File: src/rtl/phy_rx_pkg.sv
// phy_rx_pkg: shared types and constants for the PHY receive deframer.
// The PRE and DROP states are only used when PHY_RX_PREAMBLE_STRIP_EN is defined.
package phy_rx_pkg;

    typedef enum logic [2:0] {
        WAIT_IDLE = 3'd0,
        IDLE      = 3'd1,
        PRE       = 3'd2,
        LO        = 3'd3,
        HI        = 3'd4,
        END       = 3'd5,
        DROP      = 3'd6
    } state_t;

    localparam logic [3:0] PREAMBLE_NIB = 4'h5;
    localparam logic [3:0] SFD_NIB      = 4'hD;

    typedef struct packed {
        logic runt;
        logic giant;
        logic align;
    } err_flags_t;

endpackage

File: src/rtl/frame_len_checker.sv
// frame_len_checker: saturating per-frame byte counter with min/max length
// comparators. Produces the running count, an early "next byte is over the
// limit" indication and the final error flags for the frame being closed.
module frame_len_checker
    import phy_rx_pkg::*;
#(
    parameter int LEN_W   = 12,
    parameter int MIN_LEN = 64,
    parameter int MAX_LEN = 2047
) (
    input  logic             clk_phy,
    input  logic             reset,
    input  logic             inc,
    input  logic             clear,
    input  logic             align_in,
    output logic [LEN_W-1:0] count,
    output logic             over_max,
    output err_flags_t       flags
);

    localparam logic [LEN_W-1:0] MIN_L   = LEN_W'(MIN_LEN);
    localparam logic [LEN_W-1:0] MAX_L   = LEN_W'(MAX_LEN);
    localparam logic [LEN_W-1:0] SAT_MAX = '1;

    logic [LEN_W-1:0] count_reg;

    // Count completed bytes, stick at all-ones, clear between frames.
    always_ff @(posedge clk_phy or negedge reset) begin
        if (!reset) begin
            count_reg <= '0;
        end else if (clear) begin
            count_reg <= '0;
        end else if (inc && (count_reg != SAT_MAX)) begin
            count_reg <= count_reg + 1'b1;
        end
    end

    // Comparators: over_max looks one byte ahead so the byte that would push
    // the length past MAX_LEN is already suppressed.
    always_comb begin
        count       = count_reg;
        over_max    = (count_reg >= MAX_L);
        flags.runt  = (count_reg < MIN_L);
        flags.giant = (count_reg > MAX_L);
        flags.align = align_in;
    end

endmodule

File: src/rtl/phy_rx_deframer.sv
// phy_rx_deframer: reassembles low-nibble-first bytes from the PHY nibble
// stream, delimits frames on phy_tx_en and reports length/error status.
// Optional preamble/SFD stripping is enabled by defining PHY_RX_PREAMBLE_STRIP_EN.
module phy_rx_deframer
    import phy_rx_pkg::*;
#(
    parameter int LEN_W   = 12,
    parameter int MIN_LEN = 64,
    parameter int MAX_LEN = 2047,
    parameter int CNT_W   = 16
) (
    input  logic             clk_phy,
    input  logic             reset,
    input  logic [3:0]       phy_data_in,
    input  logic             phy_tx_en,
    output logic [7:0]       rx_data,
    output logic             rx_data_valid,
    output logic             rx_frame_start,
    output logic             rx_frame_end,
    output logic [LEN_W-1:0] rx_frame_len,
    output logic             rx_err_runt,
    output logic             rx_err_giant,
    output logic             rx_err_align,
    output logic [CNT_W-1:0] rx_good_count
);

    state_t           state_reg;
    state_t           state_next;
    state_t           start_state;

    logic [3:0]       nib_latch_reg;
    logic [7:0]       rx_data_reg;
    logic             rx_data_valid_reg;
    logic             rx_frame_start_reg;
    logic [LEN_W-1:0] rx_frame_len_reg;
    err_flags_t       err_reg;
    logic [CNT_W-1:0] good_count_reg;

    logic             latch_en;
    logic             byte_done;
    logic             frame_close;
    logic             close_align;
    logic             len_clear;
    logic             frame_end;

    logic [LEN_W-1:0] len_count;
    logic             len_over_max;
    err_flags_t       len_flags;

    frame_len_checker #(
        .LEN_W   (LEN_W),
        .MIN_LEN (MIN_LEN),
        .MAX_LEN (MAX_LEN)
    ) u_len_checker (
        .clk_phy  (clk_phy),
        .reset    (reset),
        .inc      (byte_done),
        .clear    (len_clear),
        .align_in (close_align),
        .count    (len_count),
        .over_max (len_over_max),
        .flags    (len_flags)
    );

    // State register.
    always_ff @(posedge clk_phy or negedge reset) begin
        if (!reset) begin
            state_reg <= WAIT_IDLE;
        end else begin
            state_reg <= state_next;
        end
    end

    // Next-state logic. The first nibble of an envelope is consumed by the
    // transition out of IDLE/END, so start_state says where that nibble goes.
    always_comb begin
        start_state = HI;
`ifdef PHY_RX_PREAMBLE_STRIP_EN
        if (phy_data_in == PREAMBLE_NIB) begin
            start_state = PRE;
        end else if (phy_data_in == SFD_NIB) begin
            start_state = LO;
        end else begin
            start_state = DROP;
        end
`endif
        state_next = state_reg;
        case (state_reg)
            WAIT_IDLE: if (!phy_tx_en) state_next = IDLE;
            IDLE:      if (phy_tx_en) state_next = start_state;
            LO:        state_next = phy_tx_en ? HI : END;
            HI:        state_next = phy_tx_en ? LO : END;
            END:       state_next = phy_tx_en ? start_state : IDLE;
`ifdef PHY_RX_PREAMBLE_STRIP_EN
            PRE:       state_next = phy_tx_en ? start_state : DROP;
            DROP:      if (!phy_tx_en) state_next = END;
`endif
            default:   state_next = WAIT_IDLE;
        endcase
    end

    // Control strobes derived from the current and next state.
    always_comb begin
        latch_en    = (state_next == HI);
        byte_done   = (state_reg == HI) && phy_tx_en;
        frame_close = (state_next == END);
        close_align = (state_reg == HI) || (state_reg == DROP);
        len_clear   = (state_reg == END);
        frame_end   = (state_reg == END);
    end

    // Datapath: nibble latch, byte register, and frame status captured on close.
    always_ff @(posedge clk_phy or negedge reset) begin
        if (!reset) begin
            nib_latch_reg      <= '0;
            rx_data_reg        <= '0;
            rx_data_valid_reg  <= 1'b0;
            rx_frame_start_reg <= 1'b0;
            rx_frame_len_reg   <= '0;
            err_reg            <= '0;
            good_count_reg     <= '0;
        end else begin
            if (latch_en) begin
                nib_latch_reg <= phy_data_in;
            end
            rx_data_valid_reg  <= byte_done && !len_over_max;
            rx_frame_start_reg <= byte_done && !len_over_max && (len_count == '0);
            if (byte_done && !len_over_max) begin
                rx_data_reg <= {phy_data_in, nib_latch_reg};
            end
            if (frame_close) begin
                rx_frame_len_reg <= len_count;
                err_reg          <= len_flags;
                if (len_flags == '0) begin
                    good_count_reg <= good_count_reg + 1'b1;
                end
            end
        end
    end

    assign rx_data        = rx_data_reg;
    assign rx_data_valid  = rx_data_valid_reg;
    assign rx_frame_start = rx_frame_start_reg;
    assign rx_frame_end   = frame_end;
    assign rx_frame_len   = rx_frame_len_reg;
    assign rx_err_runt    = err_reg.runt;
    assign rx_err_giant   = err_reg.giant;
    assign rx_err_align   = err_reg.align;
    assign rx_good_count  = good_count_reg;

endmodule
File: config.mk
export PLATFORM = sky130hd
export DESIGN_NAME = phy_rx_deframer
export DESIGN_NICKNAME = d
export VERILOG_FILES = /design/src/rtl/phy_rx_pkg.sv /design/src/rtl/frame_len_checker.sv /design/src/rtl/phy_rx_deframer.sv
export SDC_FILE = /design/constraint.sdc
export NUM_CORES = 1
export LEC_CHECK = 0
export CAP_MARGIN = 20
export CORE_MARGIN = 3
export CORE_UTILIZATION = 40
export CTS_BUF_LIST = sky130_fd_sc_hd__clkbuf_16
export CTS_CLUSTER_SIZE = 25
export DETAILED_ROUTE_END_ITERATION = 10
export PLACE_DENSITY = 0.7
export SETUP_SLACK_MARGIN = 0.5
export SLEW_MARGIN = 25
export SYNTH_ARGS = -nofsm -noshare
export SYNTH_HDL_FRONTEND = slang
export SYNTH_SLANG_ARGS = --single-unit
File: constraint.sdc
create_clock -name clk_phy -period 2 [get_ports clk_phy]
set_input_delay 0.4 -clock clk_phy [delete_from_list [all_inputs] [get_ports clk_phy]]
set_output_delay 0.4 -clock clk_phy [all_outputs]
set_load 0.03 [all_outputs]
-- Word level (Yosys, flattened, before mapping)
Index checks and enable logic that the tools add are counted.
- add/subtract/negate cells: 2
- $mul: 0
- div/mod/pow operators: 0
- order comparisons: 3
- equality and inequality tests: 8
- shifts and indexed selects: 0
- muxes and demuxes: 8
- bitwise gates (word level): 0
- reduce and logical (&&, ||, !) cells: 11
- operators with widths (cell ; number):
    $mux W12 ; 2
    $add A16 B1 Y16 const B ; 1
    $eq A3 B3 Y1 const B ; 5
    $pmux W3 S5 ; 1
    $add A12 B1 Y12 const B ; 1
    $ge A12 B11 Y1 const B ; 1
    $gt A12 B11 Y1 const B ; 1
    $logic_not A12 Y1 ; 1
    $lt A12 B7 Y1 const B ; 1
    $mux W3 ; 4
    $ne A12 B12 Y1 const B ; 1
    $logic_not A3 Y1 ; 2
    $logic_and A1 B1 Y1 ; 4
    $eq A3 B1 Y1 const B ; 1
    $eq A3 B2 Y1 const B ; 1
    $reduce_and A2 Y1 ; 1
    $reduce_bool A2 Y1 ; 1
    $logic_not A1 Y1 ; 1
    $logic_or A1 B1 Y1 ; 1
    $mux W1 ; 1
- flip-flop bits (word level): 60
- latch bits: 0
- bits in writable memories: 0
- memory bits (read-only): 0
- input port bits: 7
- output and inout bits: 42
- word-level logic and storage cells: 43
- memories: 0

-- Depth between registers and ports, before layout
- depth in word-level cells: 5
- gate-level depth with buffers: 7
- gate-level depth less buffers: 5

-- Modules after synthesis
Synthesis repeated with hierarchy kept, for this count alone.
- cell total of the unflattened synthesis: 223
- area, all modules: 2845.2 sq um
- modules (own cells, without submodules) (module ; instances ; cells an instance ; area each (sq um) ; seq. area each (sq um)):
    phy_rx_deframer ; 1 ; 150 ; 2125.8 ; 1201.2
    frame_len_checker ; 1 ; 73 ; 719.4 ; 300.3

-- Worst setup path after synthesis
OpenSTA, ideal clock, no wires.
- path type: register to register
- start: register state_reg[0]
- end: register u_len_checker.count_reg[7] (netlist: u_len_checker.count[7])
- setup time: 0.087 ns
- arrival time: 1.732 ns
- required time: 1.913 ns
- path slack: 0.180 ns
- stages on the path, launching flop included: 8
- buffers on the path: 3
- clock period less this slack: 1.820 ns
- path through: dfrtp_1 -> buf_6 -> nand4bb_1 -> buf_2 -> or2_1 -> buf_2 -> or4_1 -> a21oi_1
- word-level cells in the longest chain between the ends: 4
- elaborated cells on any way between the ends: 6
- those cells by class: 2 x eq/ne; 1 x mux; 3 x reduce/logical
- ends and longest elaborated chain (element ; RTL line ; text):
    start, declared ; phy_rx_deframer.sv:27 ; state_t state_reg;
    start signal, assigned ; phy_rx_deframer.sv:70 ; state_reg <= state_next;
    $eq A3 B3 Y1 ; phy_rx_deframer.sv:105 ; byte_done = (state_reg == HI) && phy_tx_en;
    $logic_and A1 B1 Y1 ; phy_rx_deframer.sv:105 ;
    $logic_and A1 B1 Y1 ; frame_len_checker.sv:33 ; end else if (inc && (count_reg != SAT_MAX)) begin
    $reduce_bool A2 Y1 (no line) ; - ;
    end signal, assigned ; frame_len_checker.sv:34 ; count_reg <= count_reg + 1'b1;
    end, declared ; frame_len_checker.sv:25 ; logic [LEN_W-1:0] count_reg;
Several ways; a longest one is shown, not always the timed one.
A chain may end at the register's enable or synchronous reset.

-- Final worst setup path
Ends and elaborated chain as after synthesis.

==> out/metrics.cfg <==
[status]
outcome = completed

[sta]
setup_viol = 0
grt_setup_unrepaired = true
period_needed_ns = 1.80
hold_violations = 0
max_freq_ghz = 0.555
drv_slew = 0
period_share_pct = 90.2
slew_headroom_pct = 58.7
worst_pin_slew_ns = 0.615
whs_ns = 0.0875
tns_ns = 0
skew_ns = 0.00665

[pwr]
clkPwrFrac_pct = 38.3
comb_power_share_pct = 26.6
vdd_drop_max_uv = 628
power_per_cell_area_nw_per_um2 = 975
p_sw_share_pct = 28.9
p_int_uw = 3190
power_leakage_uw = 0.00225
p_seq_share_pct = 35.0
p_sw_uw = 1300

[logic_synthesis]
synth_area_leader_cell = dfrtp_1
netlist_top_cells_count = dfrtp_1, mux2_2, nand2_1
ys_types = 44
ys_seq_area_share_pct = 55.8
synth.area.top_cells = dfrtp_1, mux2_2, xor2_1
ys_async_sr_fraction_pct = 100
syn-num-nets = 243
yosys.area.top_type_share_pct = 55.8
yosys_register_bits = 60
synth_flop_cell = dfrtp_1
synth_cells = 233
avgSynthCellArea_sq_um = 11.6
syn_area_sq_um = 2690
synth_edf_count = 0
yosysMostFrequentCell = dfrtp_1
yosysWarnings = 0

[floorplan]
die_area_sq_um = 7750
die_w_um = 88.0
rows = 29
core_area_sq_um = 6420
io_pins = 49
start_util_pct = 41.9
die_h_um = 88.0

[final_layout]
drive_above_1_share_pct = 50.1
area_growth_pct = 70.9
largest_reg_flops = 16
fillers = 401
final_cell_area_sq_um = 4600
diodes = 0
nets = 358

[global_routing]
grt_pass1_wl_um = 12700
grt_max_degree = 25
grt_pass1_vias = 2479
track_usage_pct = 21.6
grt_overflow_total = 0
antenna_found_initial = 0

[critical_path]
startpoint_type = flip-flop
critPathCaptureType = flip-flop
worstPathRequired_ns = 2.25
arrival_ns = 2.05
cp_max_fo = 7
criticalPathCategory = flip-flop to flip-flop

[route]
avgRoutedWirePerCell_um = 18.2
drtIter0Drc = 69
ant_nets = 0
dr.pass1.iters = 4
drc = 0
vias = 2378
vias_per_cell = 5.53
drt_wl_total_um = 7840

[clocking]
cts.sinks = 60
tritoncts = yes
numCtsBuffers = 9
htreeDepth = 3
clk_pin_slew_ns = 0.05
clock_path_buffers = 2
cts_root_buf = clkbuf_16
clock_latency_ns = 0.33

[place]
port-buffer-count = 48
gp_congestion = 0.853
dp_hpwl_um = 4040
dpl_cell_area_sq_um = 3500

[worst_hold_path]
min_path_type = primary input to asynchronous set/reset pin

[job]
drv_cap = 0

[cell usage in the layout, fill, tap and decap left out, types with 4 or more instances in the layout]
master	n
and4_1	5
nor4_4	4
nor2_1	4
buf_12	4
clkdlybuf4s15_1	8
inv_1	9
nand2_1	11
buf_6	21
clkdlybuf4s50_1	4
clkinv_1	4
nand4_1	4
dlygate4sd2_1	19
xnor2_1	4
clkbuf_2	4
buf_4	38
clkbuf_16	9
clkdlybuf4s15_2	6
nor3_4	10
mux2_2	5
nand3_1	8
buf_2	6
dfrtp_1	52
xor2_1	11
mux2i_1	4
mux2_4	18
nor2_2	5
dfrtp_2	8
[cell type report]
| type | instances | area (sq um) | share of cell area [%] |
|---|---|---|---|
| tap | 77 | 96.3 | 2.09 |
| inverter | 11 | 42.5 | 0.925 |
| sequential | 60 | 1510 | 32.9 |
| timing repair buffer | 112 | 1050 | 22.8 |
| multi-input combinational | 154 | 1570 | 34.2 |
| clock inverter | 7 | 105 | 2.28 |
| clock buffer | 9 | 225 | 4.90 |
[final timing paths]
path	from	to	slack [ns]	cells after the start
setup / recovery	state_reg[0]	u_len_checker.count[7]	0.20	5
hold reg to reg	rx_good_count[15]	rx_good_count[15]	0.45	1
setup reg to reg	state_reg[0]	u_len_checker.count[7]	0.20	5
hold / removal	reset	rx_good_count[5]	0.09	1
max in group asynchronous	reset	u_len_checker.count[6]	1.25	2
min in group clk_phy	rx_good_count[15]	rx_good_count[15]	0.45	1
[power by group through the flow]
stage / logic [uW] / clock network (uW) / registers (uW)
floorplan: 354 / 0 / 1820
CTS: 1110 / 1740 / 1560
global placement: 1010 / 0 / 1580
detailed placement: 1030 / 0 / 1580
global route: 1270 / 1790 / 1600
finish: 1200 / 1720 / 1570
[per-layer routing]
| metal | vias up | routed length, um | global-route usage [%] |
|---|---|---|---|
| li1 | 1079 | - | - |
| met1 | 1219 | 3370 | 27.3 |
| met2 | 61 | 3980 | 36.1 |
| met3 | 19 | 276 | 3.67 |
| met4 | 0 | 206 | 10.2 |
| met5 | - | 0 | 0 |
[logic make-up after synthesis]
group | after synthesis | share of synthesized area, %
and+or+nand+nor | 81 | 16.5
DFF | 60 | 55.8
muxes | 27 | 11.1
AOI/OAI and AO/OA | 26 | 6.83
buffers and inverters | 20 | 3.21
xor gates and xnor gates | 16 | 5.20
adders and majority gates | 3 | 1.39
[per-stage QoR]
step / worst slack [ns] / total power [uW] / instances / utilization [%]
2_1_floorplan: 0.285 / 2170 / 233 / -
3_3_place_gp: -0.151 / 2590 / 370 / 54.5
3_5_place_dp: -0.248 / 2610 / 370 / 54.5
4_1_cts: 0.285 / 4400 / 425 / 69.3
5_1_grt: 0.157 / 4670 / 430 / 71.6
6_report: 0.197 / 4490 / 430 / 71.6
[repair_timing]
item / 4_1_cts / 5_1_grt
hold buffers: 0 / 0
gates cloned: 2 / 0
setup endpoints to repair: 93 / 73
buffers inserted: 37 / 5
resized for setup: 133 / 67
pin swaps: 22 / 28
[critical path, stage by stage (launching register included)]
cell and delay [ns]:
dfrtp_2 0.46, nand4bb_1 0.24, buf_6 0.17, or2_4 0.27, or4_4 0.43, a21oi_2 0.15
(Power assumes the default switching activity.)
